===== src/rtl/mips_pkg.sv =====
// Shared definitions for the MIPS pipeline control path.
//   - opcode constants for the supported instruction classes
//   - ALUOp encodings consumed by the downstream ALU control
//   - packed EX / M / WB control bundles and their all-zero bubble values
package mips_pkg;

  localparam logic [5:0] OP_RTYPE = 6'b000000;
  localparam logic [5:0] OP_BEQ   = 6'b000100;
  localparam logic [5:0] OP_LW    = 6'b100011;
  localparam logic [5:0] OP_SW    = 6'b101011;

  // 2'b11 is never produced.
  localparam logic [1:0] ALUOP_ADD   = 2'b00;
  localparam logic [1:0] ALUOP_SUB   = 2'b01;
  localparam logic [1:0] ALUOP_FUNCT = 2'b10;

  typedef struct packed {
    logic       regdst;
    logic [1:0] aluop;
    logic       alusrc;
  } ex_t;

  typedef struct packed {
    logic branch;
    logic memread;
    logic memwrite;
  } m_t;

  typedef struct packed {
    logic regwrite;
    logic memtoreg;
  } wb_t;

  localparam ex_t EX_BUBBLE = '0;
  localparam m_t  M_BUBBLE  = '0;
  localparam wb_t WB_BUBBLE = '0;

endpackage


===== src/rtl/ctrl_decode_comb.sv =====
// Pure combinational opcode decoder.
//   opcode : instr[31:26]
//   ex     : {RegDst, ALUOp[1:0], ALUSrc}
//   m      : {Branch, MemRead, MemWrite}
//   wb     : {RegWrite, MemtoReg}
// Unsupported opcodes decode to the all-zero bubble; don't-care fields are 0.
module ctrl_decode_comb
  import mips_pkg::*;
(
  input  logic [5:0] opcode,
  output ex_t        ex,
  output m_t         m,
  output wb_t        wb
);

  always_comb begin
    ex = EX_BUBBLE;
    m  = M_BUBBLE;
    wb = WB_BUBBLE;
    case (opcode)
      OP_RTYPE: begin
        ex.regdst   = 1'b1;
        ex.aluop    = ALUOP_FUNCT;
        wb.regwrite = 1'b1;
      end
      OP_LW: begin
        ex.aluop    = ALUOP_ADD;
        ex.alusrc   = 1'b1;
        m.memread   = 1'b1;
        wb.regwrite = 1'b1;
        wb.memtoreg = 1'b1;
      end
      OP_SW: begin
        ex.aluop    = ALUOP_ADD;
        ex.alusrc   = 1'b1;
        m.memwrite  = 1'b1;
      end
      OP_BEQ: begin
        ex.aluop    = ALUOP_SUB;
        m.branch    = 1'b1;
      end
      default: ;
    endcase
  end

endmodule


===== src/rtl/id_control_decoder.sv =====
// ID-stage main control decoder with registered outputs feeding ID/EX.
//   clk    : pipeline clock (rising edge)
//   rst    : asynchronous active-high reset, clears all outputs
//   flush  : captures a bubble at the edge regardless of opcode
//   opcode : instr[31:26]
//   EX     : {RegDst, ALUOp[1:0], ALUSrc}
//   M      : {Branch, MemRead, MemWrite}
//   WB     : {RegWrite, MemtoReg}
// Outputs come straight from flops: one cycle latency, glitch-free.
module id_control_decoder
  import mips_pkg::*;
(
  input  logic       clk,
  input  logic       rst,
  input  logic       flush,
  input  logic [5:0] opcode,
  output logic [3:0] EX,
  output logic [2:0] M,
  output logic [1:0] WB
);

  ex_t next_ex;
  m_t  next_m;
  wb_t next_wb;

  ctrl_decode_comb u_decode (
    .opcode (opcode),
    .ex     (next_ex),
    .m      (next_m),
    .wb     (next_wb)
  );

  always_ff @(posedge clk or posedge rst) begin
    if (rst) begin
      EX <= '0;
      M  <= '0;
      WB <= '0;
    end else if (flush) begin
      EX <= EX_BUBBLE;
      M  <= M_BUBBLE;
      WB <= WB_BUBBLE;
    end else begin
      EX <= next_ex;
      M  <= next_m;
      WB <= next_wb;
    end
  end

endmodule


===== config.mk =====
export PLATFORM = sky130hd
export DESIGN_NAME = id_control_decoder
export DESIGN_NICKNAME = d
export VERILOG_FILES = /design/src/rtl/mips_pkg.sv /design/src/rtl/ctrl_decode_comb.sv /design/src/rtl/id_control_decoder.sv
export SDC_FILE = /design/constraint.sdc
export NUM_CORES = 1
export LEC_CHECK = 0
export CAP_MARGIN = 20
export CORE_AREA = 2 2 45 43
export DETAILED_ROUTE_END_ITERATION = 12
export DIE_AREA = 0 0 47 45
export PLACE_DENSITY = 0.57
export SETUP_SLACK_MARGIN = 0.5
export SLEW_MARGIN = 0
export SYNTH_ARGS = -nofsm -noshare
export SYNTH_HDL_FRONTEND = slang
export SYNTH_HIERARCHICAL = 1
export SYNTH_SLANG_ARGS = --single-unit

===== constraint.sdc =====
create_clock -name clk -period 0.8 [get_ports clk]
set_input_delay 0.12 -clock clk [delete_from_list [all_inputs] [get_ports clk]]
set_output_delay 0.12 -clock clk [all_outputs]
set_load 0.05 [all_outputs]

* Word-level counts from Yosys, hierarchy flattened *
Index checks and enable logic that the tools add are counted.

word-level totals
  flip-flop bits (word level) = 9
  bits in latches = 0
  bits in writable memories = 0
  ROM bits = 0
  input bits = 9
  output and inout bits = 9
  memories = 0

cells by class
  add/sub/neg operators = 0
  multipliers = 0
  div/mod/pow operators = 0
  $lt $le $gt $ge = 0
  equal/unequal tests = 3
  shift operators = 0
  mux-type cells = 10
  bitwise operators = 0
  reductions and logical operators = 3

operator list
  cell                                                              number
  6-bit == test (second input constant)                             2
  6-bit by 3-bit == test with 1-bit output (second input constant)  1
  6-bit logical NOT                                                 1
  1-bit two-way mux                                                 6
  4-bit two-way mux                                                 1
  2-bit one-hot mux with 2 select lines                             1
  2-bit OR reduction                                                2
  3-bit two-way mux                                                 1
  2-bit two-way mux                                                 1

* Longest topological paths before layout *
  word-level depth = 4
  depth in mapped cells = 4
  mapped depth without buffers = 3

* Modules after synthesis *
The synthesis kept the hierarchy.

modules (own cells, without submodules)
  module              instances  cells an instance  area an instance (sq um)  seq. area each (sq um)
  id_control_decoder  1          19                 285.3                     225.2
  ctrl_decode_comb    1          13                 100.1                     0.0

* Least setup slack after synthesis *
OpenSTA, ideal clock, no wires.

  path kind = input-to-reg
  start = input port opcode[5]
  end = register M[2]
  arrival time = 1.058 ns
  data required time = 0.727 ns
  slack = -0.331 ns
  stages = 4
  path through = or4_4 -> nor3b_2 -> buf_4 -> nor2b_1

RTL lines
  element               RTL line                  text
  start, declared       id_control_decoder.sv:16  input logic [5:0] opcode,
  end signal, assigned  id_control_decoder.sv:44  M <= next_m;
  end, declared         id_control_decoder.sv:18  output logic [2:0] M,

* Worst setup path in the final report *
  start = register EX[1]
  end = output port EX[1]

RTL lines
  element                 RTL line                  text
  start, declared         id_control_decoder.sv:17  output logic [3:0] EX,
  start signal, assigned  id_control_decoder.sv:43  EX <= next_ex;

No word-level cell between the ends.

==> impl_metrics.toml <==
[detailed_routing]
wl_per_cell_um = 10.2
drc_errors = 0
ant_nets = 0
dr.pass1.iters = 1
viasPerCell = 3.94
routed_wl_um = 819
drt-initial-drc-count = 0
vias = 315

[pwr]
leakagePower_nw = 0.317
powerDensity_nw_per_um2 = 1190
switching_power_w = 0.000216
p_comb_share_pct = 15.6
p_sw_share_pct = 23.0
p_seq_share_pct = 49.0
ir_drop_mv = 0.464
clkPwrFrac_pct = 35.4
internal-power_w = 0.000724

[floorplan]
ioPinCount = 18
design.die.area_um2 = 2120
coreArea_um2 = 1610
start_util_pct = 23.9
die_h_um = 45
dieWidth_um = 47
rows = 14

[run]
drv_cap = 0

[critical_path]
cp_num_buf_inv = 1
worstPathRequired_ns = 0.68
worstSetupStartpoint = "EX[1]"
crit_type = "flop to output port"
start_kind = "flop"
cp.arrival_ns = 0.81
worst-path-max-fanout = 1
cp-end-kind = "output port"
cpMaxStageDelayCell = "dfrtp_2"
critical-path-top-delay-family = "flip-flops"
path_cells = "buf_12"
cpPeakStageDelay_ns = 0.41

[status]
status = "complete, but fails checks"
violations = "setup timing"

[logic_synthesis]
yosys_register_bits = 9
synth_cells = 32
syn_area_per_cell_um2 = 12.0
yosysSeqAreaShare_pct = 58.4
synth_nets = 41
syn_area_um2 = 385
synth_cell_types = 13
yosys_warnings = 6

[global_routing]
grt_pass1_vias = 296
grt_pass1_wl_um = 1250
antenna_found_initial = 0
grt_max_degree = 10
grt_usage_pct = 8.88
overflow = 0

[clocking]
numCtsBuffers = 3
clk_pin_slew_ns = 0.06
cts_root_buffer = "clkbuf_4"
h-tree-depth = 1
cts_num_sinks = 9
cts_tree = "done"
cts_max_path_buffers = 2

[sta]
rsz0062_at_grt = "true"
hold_viol_final = 0
max_freq_mhz = 1080
slew_violations = 0
tightest_slew_ns = 0.439
layout_setup_ws_ns = -0.130
relSlewSlack_pct = 70.8
setup_viol = 14
min_period_ns = 0.930
fin_crit_sh_pct = 116

[placed_design]
place_congestion = 0.735
port_buffers = 17
place_area_um2 = 698

[final_layout]
design_area_um2 = 791
drive_above_1_share_pct = 73.2
final_nets = 66
diodes = 0
final_util_pct = 49.1
synthToLayoutAreaGrowth_pct = 105

[min_path]
hold_path.class = "input port to async pin"
-- worst max-delay path by stage --
stage	to	slack, ns	depth (start not counted)
global route	WB[1]	-0.16	1
floorplan	M[2]	-0.31	4
CTS	EX[1]	-0.15	1
finish	EX[1]	-0.13	1
detailed placement	EX[1]	-0.75	4
global placement	EX[1]	-0.73	4
-- cell usage after synthesis --
cell | n | share of area, %
nor3b_2 | 1 | 3.2
or4_4 | 1 | 2.9
or3_1 | 1 | 1.6
a2111oi_2 | 1 | 3.9
nor3b_1 | 1 | 1.9
nand4b_1 | 1 | 2.3
buf_4 | 2 | 3.9
nand3_1 | 1 | 1.3
nor2b_1 | 9 | 15
dfrtp_1 | 9 | 58
nor2_1 | 1 | 0.97
nor3_1 | 3 | 3.9
inv_1 | 1 | 0.97
-- metrics by stage --
step / setup TNS [ns] / power, W / hold slack, ns / worst slack, ns / instances
2_1_floorplan: -1.06 / 0.000502 / -0.0526 / -0.310 / 32
3_3_place_gp: -5.53 / 0.000589 / 0.398 / -0.729 / 74
3_5_place_dp: -5.67 / 0.000591 / 0.402 / -0.746 / 74
4_1_cts: -1.69 / 0.000948 / 0.0834 / -0.147 / 80
5_1_grt: -2.09 / 0.000990 / 0.105 / -0.158 / 80
6_report: -1.56 / 0.000940 / 0.100 / -0.130 / 80
-- final cells by class --
type	instances	area, um^2
sequential	9	235
clock buffer	4	26.3
fill	153	821
tap	24	30.0
multi-input combinational	20	193
inverter	1	6.26
timing repair buffer	22	300
-- kinds of logic after synthesis --
group           Yosys count  synth area share (%)
buf+inv                   3                  4.87
simple gates             19                  32.8
compound gates            1                  3.89
flops                     9                  58.4
-- state kept, by name (all words and copies together), names as in the netlist --
name  count
WB        2
M         3
EX        4
-- layout by cell type (no fill, tap or decap) --
master,n
or4_4,1
nor3_2,2
nor2_1,1
nand3_1,1
clkdlybuf4s50_1,1
dlygate4sd2_1,3
dfrtp_2,8
nor3_4,1
nor3b_2,2
a2111oi_4,1
inv_4,1
buf_12,9
buf_2,1
nor2b_2,3
buf_4,4
nor2b_1,6
or3_4,1
clkbuf_4,3
clkbuf_1,1
nand4b_1,1
dfrtp_1,1
buf_6,3
buf_8,1
-- power by group through the flow --
stage / combinational [W] / sequential [W] / clock, W
2_1_floorplan: 0.0000240 / 0.000478 / 0
6_report: 0.000146 / 0.000461 / 0.000333
3_5_place_dp: 0.000122 / 0.000469 / 0
4_1_cts: 0.000133 / 0.000461 / 0.000355
5_1_grt: 0.000156 / 0.000461 / 0.000373
3_3_place_gp: 0.000120 / 0.000469 / 0
-- routing by layer --
metal / wire [um] / global-route usage, % / up-vias
li1: - / - / 154
met1: 315 / 10.1 / 144
met2: 440 / 13.2 / 15
met3: 47 / 1.20 / 2
met4: 16 / 10.0 / 0
met5: 0 / 0 / -
-- what timing repair did --
action,CTS,global route
setup buffers,2,0
pin swaps,5,6
gates resized for setup,28,7
endpoints found under the setup margin,27,26
hold buffers,0,0
Power figures use the tool's default switching activity.
==> RTL edit 1 (config.mk and constraints unchanged) <==
Register the inputs `flush` and `opcode` before use, with the module's reset. The logic sees them one clock later. Comments in the files are not updated.
--- a/src/rtl/id_control_decoder.sv
+++ b/src/rtl/id_control_decoder.sv
@@ -19,12 +19,25 @@
   output logic [1:0] WB
 );
 
+  logic flush_q;
+  logic [5:0] opcode_q;
+
+  always_ff @(posedge clk or posedge rst) begin
+    if (rst) begin
+      flush_q  <= '0;
+      opcode_q <= '0;
+    end else begin
+      flush_q  <= flush;
+      opcode_q <= opcode;
+    end
+  end
+
   ex_t next_ex;
   m_t  next_m;
   wb_t next_wb;
 
   ctrl_decode_comb u_decode (
-    .opcode (opcode),
+    .opcode (opcode_q),
     .ex     (next_ex),
     .m      (next_m),
     .wb     (next_wb)
@@ -35,7 +48,7 @@
       EX <= '0;
       M  <= '0;
       WB <= '0;
-    end else if (flush) begin
+    end else if (flush_q) begin
       EX <= EX_BUBBLE;
       M  <= M_BUBBLE;
       WB <= WB_BUBBLE;
Behaviour: not the same (Yosys sat finds a counterexample within 4 cycles, from zero or initial values and one cycle with rst high).
==> RTL edit 1 against the unedited design <==
The run still ends with setup timing left; global-route usage up 0.91 points; die area is the same; final area rose by 24%; critical path depth increased by 2; synthesized area is 45% higher; total power increased by 61%; routed wire length grew 8.2%; worst setup slack worse by 460 ps; sequential cell count up 7; highest routed layer is now met3.
==> RTL edit 1: results (changes against the unedited design) <==
metric,value,unit,change
status,finished with violations,,
failing checks,setup timing,,
GP Congestion,0.7164,,-2.5%
I/O Buffers,17,,unchanged
largest registers,"opcode_q (6), EX (4), M (3)",,
first-pass GRT wire length,1393,um,+12%
drt first pass iters,2,,+1
Final setup viols,18,,+4
CTS HTree Levels,1,,unchanged
Worst path max stage delay,560,ps,+150 ps
leakage,0.4236,nW,+34%
worst hold margin,52.25,ps,-48.16 ps
pre-CTS setup slack,-539.3,ps,+206.3 ps
via/cell ratio,4.222,,+7.2%
slew margin rel.,82.73,%,+12 points
final worst setup slack,-589.4,ps,-459.4 ps
GRT Total Usage,9.794,%,+0.91 points
number of global-route vias before repair,345,,+17%
Root Driver,clkbuf_4,,
Post-Synthesis Net Count,48,,+17%
diode count,0,,unchanged
layout cells sized above 1,51.52,%,-22 points
clock slew at reported path FFs,90,ps,+30 ps
post-route ant nets,0,,unchanged
antenna violations before repair,0,,unchanged
worst-case reg-to-reg path depth,3,,
worst vdd ir,1.286,mV,+180%
worst skew pair latency,280,ps,
placed cell areas,877.1,um^2,+26%
largest net degree at the start of global routing,10,,unchanged
overall routed net length,886,um,+8.2%
Synth Warn #,6,,unchanged
flip-flop cell with the highest count after synthesis,dfrtp_1,,
slowest stage cell on the critical path,or4_4,,
Crit path max-delay family,simple AND/OR/NAND/NOR gates,,
CP Max Fanout,4,,+3
"Seq/Total Area, Yosys",71.43,%,+13 points
HP Class,in -> reg,,
Crit Reg-Reg Startpoint,opcode_q[0]$_DFF_PP0_,,
Final #Nets,76,,+15%
DP Wirelength,616.4,um,
Initial DRC Count,2,,+2
hold path depth,1,,
Post-synth ARST share,100.0,%,unchanged
Netlist cell types,13,,unchanged
Final Skew,4.377,ps,
ranking of synthesized cells by area,"dfrtp_1 (71%), nor2b_1 (10%), nor3_1 (2.7%)",,
most frequent cells after synthesis,"dfrtp_1 (16), nor2b_1 (9), nor3_1 (3)",,
==> RTL edit 1: cell count changes in the layout (fill, tap and decap cells not counted), moves of 2 or more <==
cell,before,now
buf_4,4,6
buf_6,3,0
dfrtp_1,1,8
dlygate4sd2_1,3,8
nor2b_1,6,9
nor2b_2,3,0
nor3_1,0,2
==> RTL edit 1: what timing repair did <==
item	4_1_cts	5_1_grt
pin swaps	1	1
resized for setup	8	0
setup buffers	2	2
gates cloned	1	0
endpoints found under the setup margin	41	18
hold buffers	0	0
==> RTL edit 1: layer usage <==
layer / global-route usage, % / up-vias / part of all wire [%]
li1: - / 184 / -
met1: 10.13 / 177 / 39
met2: 16.99 / 19 / 53
met3: 3.600 / 0 / 8.2
met4: 5.000 / 0 / 0
met5: 0 / - / 0
==> RTL edit 1: worst reg2reg max path, stage by stage, from the launching register on <==
cell	delay (ps)
dfrtp_1	420
or4_4	560
nor3b_2	180
nor2b_1	160
==> RTL edit 1: cell type report <==
type	count	area [um^2]
inverter	1	7.507
timing repair buffer	25	347.8
tap	24	30.03
multi-input combinational	20	146.4
clock buffer	4	36.28
fill	144	633.1
sequential	16	410.4
==> RTL edit 1: per-stage QoR <==
stage               TNS (ps)  cells
detailed placement     -3363     81
global placement       -3338     81
CTS                    -5090     88
finish                 -5103     90
floorplan              -3044     39
global route           -6283     90
==> RTL edit 1: how the worst max path moves through the flow <==
stage                       to  slack, ps
2_1_floorplan   M[2]$_DFF_PP0_       -580
3_3_place_gp   EX[1]$_DFF_PP0_       -530
3_5_place_dp   EX[1]$_DFF_PP0_       -540
4_1_cts        EX[1]$_DFF_PP0_       -560
5_1_grt        EX[1]$_DFF_PP0_       -660
6_report       EX[1]$_DFF_PP0_       -590
==> RTL edit 1: logic make-up after synthesis <==
| kind of cell | synth area share [%] |
|---|---|
| buffers and inverters | 3.347 |
| DFF | 71.43 |
| AOI/OAI and AO/OA | 2.678 |
| and+or+nand+nor | 22.54 |
==> RTL edit 1: where the power goes <==
group / total (W) / switching, W / internal (W)
registers: 0.000853 / 0.0000237 / 0.000829
clock network: 0.000517 / 0.000241 / 0.000277
logic: 0.000139 / 0.0000507 / 0.0000879
total: 0.00151 / 0.000315 / 0.00119
==> RTL edit 2 (config.mk and constraints unchanged) <==
Made on the original files. Make the reset (`rst`) synchronous in one clocked block. Comments in the files are not updated.
--- a/src/rtl/id_control_decoder.sv
+++ b/src/rtl/id_control_decoder.sv
@@ -30,7 +30,7 @@
     .wb     (next_wb)
   );
 
-  always_ff @(posedge clk or posedge rst) begin
+  always_ff @(posedge clk) begin
     if (rst) begin
       EX <= '0;
       M  <= '0;
Function: differs if rst is asserted again (counterexample within 4 cycles, from zero or initial values and one cycle with rst high); with rst held inactive, the same outputs for 10 cycles.
==> RTL edit 2 against the unedited design <==
The run still ends with setup timing left; non-clock buffer count is 5 higher; critical path depth is 3 higher; worst setup slack worse by 14 ps; hold slack better by 180 ps; routed wire length is 9.4% higher; die area stayed put; total power is 1.7% lower; final area is 6.3% higher; count of clock-buffer cells in the layout stayed put; synthesized area is 7.8% higher; sequential power is 7.8% lower; largest cell class unchanged; sequential cell count stayed put.
==> RTL edit 2: results (changes against the unedited design) <==
metric,value,unit,change
Netlist cell types,12,,-1
pre-CTS setup slack,-796.6,ps,-51.00 ps
Setup TNS,-1220,ps,+337.5 ps
status,finished with violations,,
cts repair resizes,32,,+14%
via/cell ratio,4.226,,+7.3%
Initial DRC Count,1,,+1
first-pass GRT wire length,1607,um,+29%
final instance area,840.8,um^2,+6.3%
Placed Cells,77,,+4.1%
failing checks,setup timing,,
Switch Pwr,0.0002215,W,+2.5%
crit path DAT,1130,ps,+320 ps
flip-flop cell with the highest count after synthesis,dfxtp_1,,
Post-Synthesis Net Count,42,,+2.4%
M1 WL,338,um,+7.3%
layout cells sized above 1,83.33,%,+10 points
GP Congestion,0.6700,,-8.8%
slowest stage cell on the critical path,or4_4,,
"Seq/Total Area, Yosys",43.37,%,-15 points
overall routed net length,896,um,+9.4%
Post-synth ARST share,0,%,-100 points
Crit path max-delay family,simple AND/OR/NAND/NOR gates,,
ranking of synthesized cells by area,"dfxtp_1 (43%), nor3b_2 (30%), buf_6 (5.4%)",,
final worst setup slack,-143.9,ps,-13.94 ps
Final setup viols,17,,+3
syn avg cell area,12.59,um^2,+4.5%
# Post-CTS Setup Buffers,1,,-1
Final #Nets,70,,+6.1%
leakage,0.3036,nW,-4.2%
CP Max Fanout,3,,+2
Worst path max stage delay,550,ps,+140 ps
HP Class,in -> reg,,
placed cell areas,750.7,um^2,+7.5%
[RTL edit 2: cell count changes in the layout (fill, tap and decap cells not counted), sizes merged, moves of 5 or more]
cell,delta
buf,+5
dfrtp,-9
dfxtp,+9
nor2b,-9
nor3b,+9
[RTL edit 2: how the worst max path moves through the flow]
stage,to,startpoint
floorplan,M[2]$_SDFF_PP0_,opcode[5]
global placement,EX[1]$_SDFF_PP0_,opcode[5]
detailed placement,EX[1]$_SDFF_PP0_,opcode[5]
CTS,EX[1]$_SDFF_PP0_,opcode[0]
global route,EX[1]$_SDFF_PP0_,opcode[4]
finish,EX[1]$_SDFF_PP0_,opcode[4]
[RTL edit 2: power groups by stage]
stage	Clock [W]	Combinational, W	Sequential (W)
final	0.000341	0.000158	0.000425
after global routing	0.000381	0.000169	0.000425
after CTS	0.000358	0.000147	0.000425
after detailed placement	0	0.000131	0.000435
after global placement	0	0.000130	0.000435
after floorplan	0	0.0000444	0.000441
[RTL edit 2: logic make-up after synthesis]
| family | share of synthesized area, % |
|---|---|
| buffers and inverters | 9.035 |
| AOI/OAI and AO/OA | 3.613 |
| and+or+nand+nor | 43.97 |
| DFF | 43.37 |
[RTL edit 2: metal layers]
metal	global-route usage [%]	vias to the layer above
met5	0	-
met4	3.333	0
met3	7.200	0
met2	18.90	14
met1	11.79	168
li1	-	173
[RTL edit 2: cell type report]
| class | count | share of cell area, % |
|---|---|---|
| Clock buffer | 4 | 3.125 |
| Multi-Input combinational cell | 20 | 26.79 |
| Sequential cell | 9 | 25.15 |
| Tap cell | 24 | 3.571 |
| Timing Repair Buffer | 27 | 41.37 |
[RTL edit 2: tightest hold or removal path: cells and delay by family]
kind / cells / cell delay, ps
AND/OR/NAND/NOR: 2 / 260
AO/OA/AOI/OAI: 1 / 50
buffers and inverters: 1 / 70
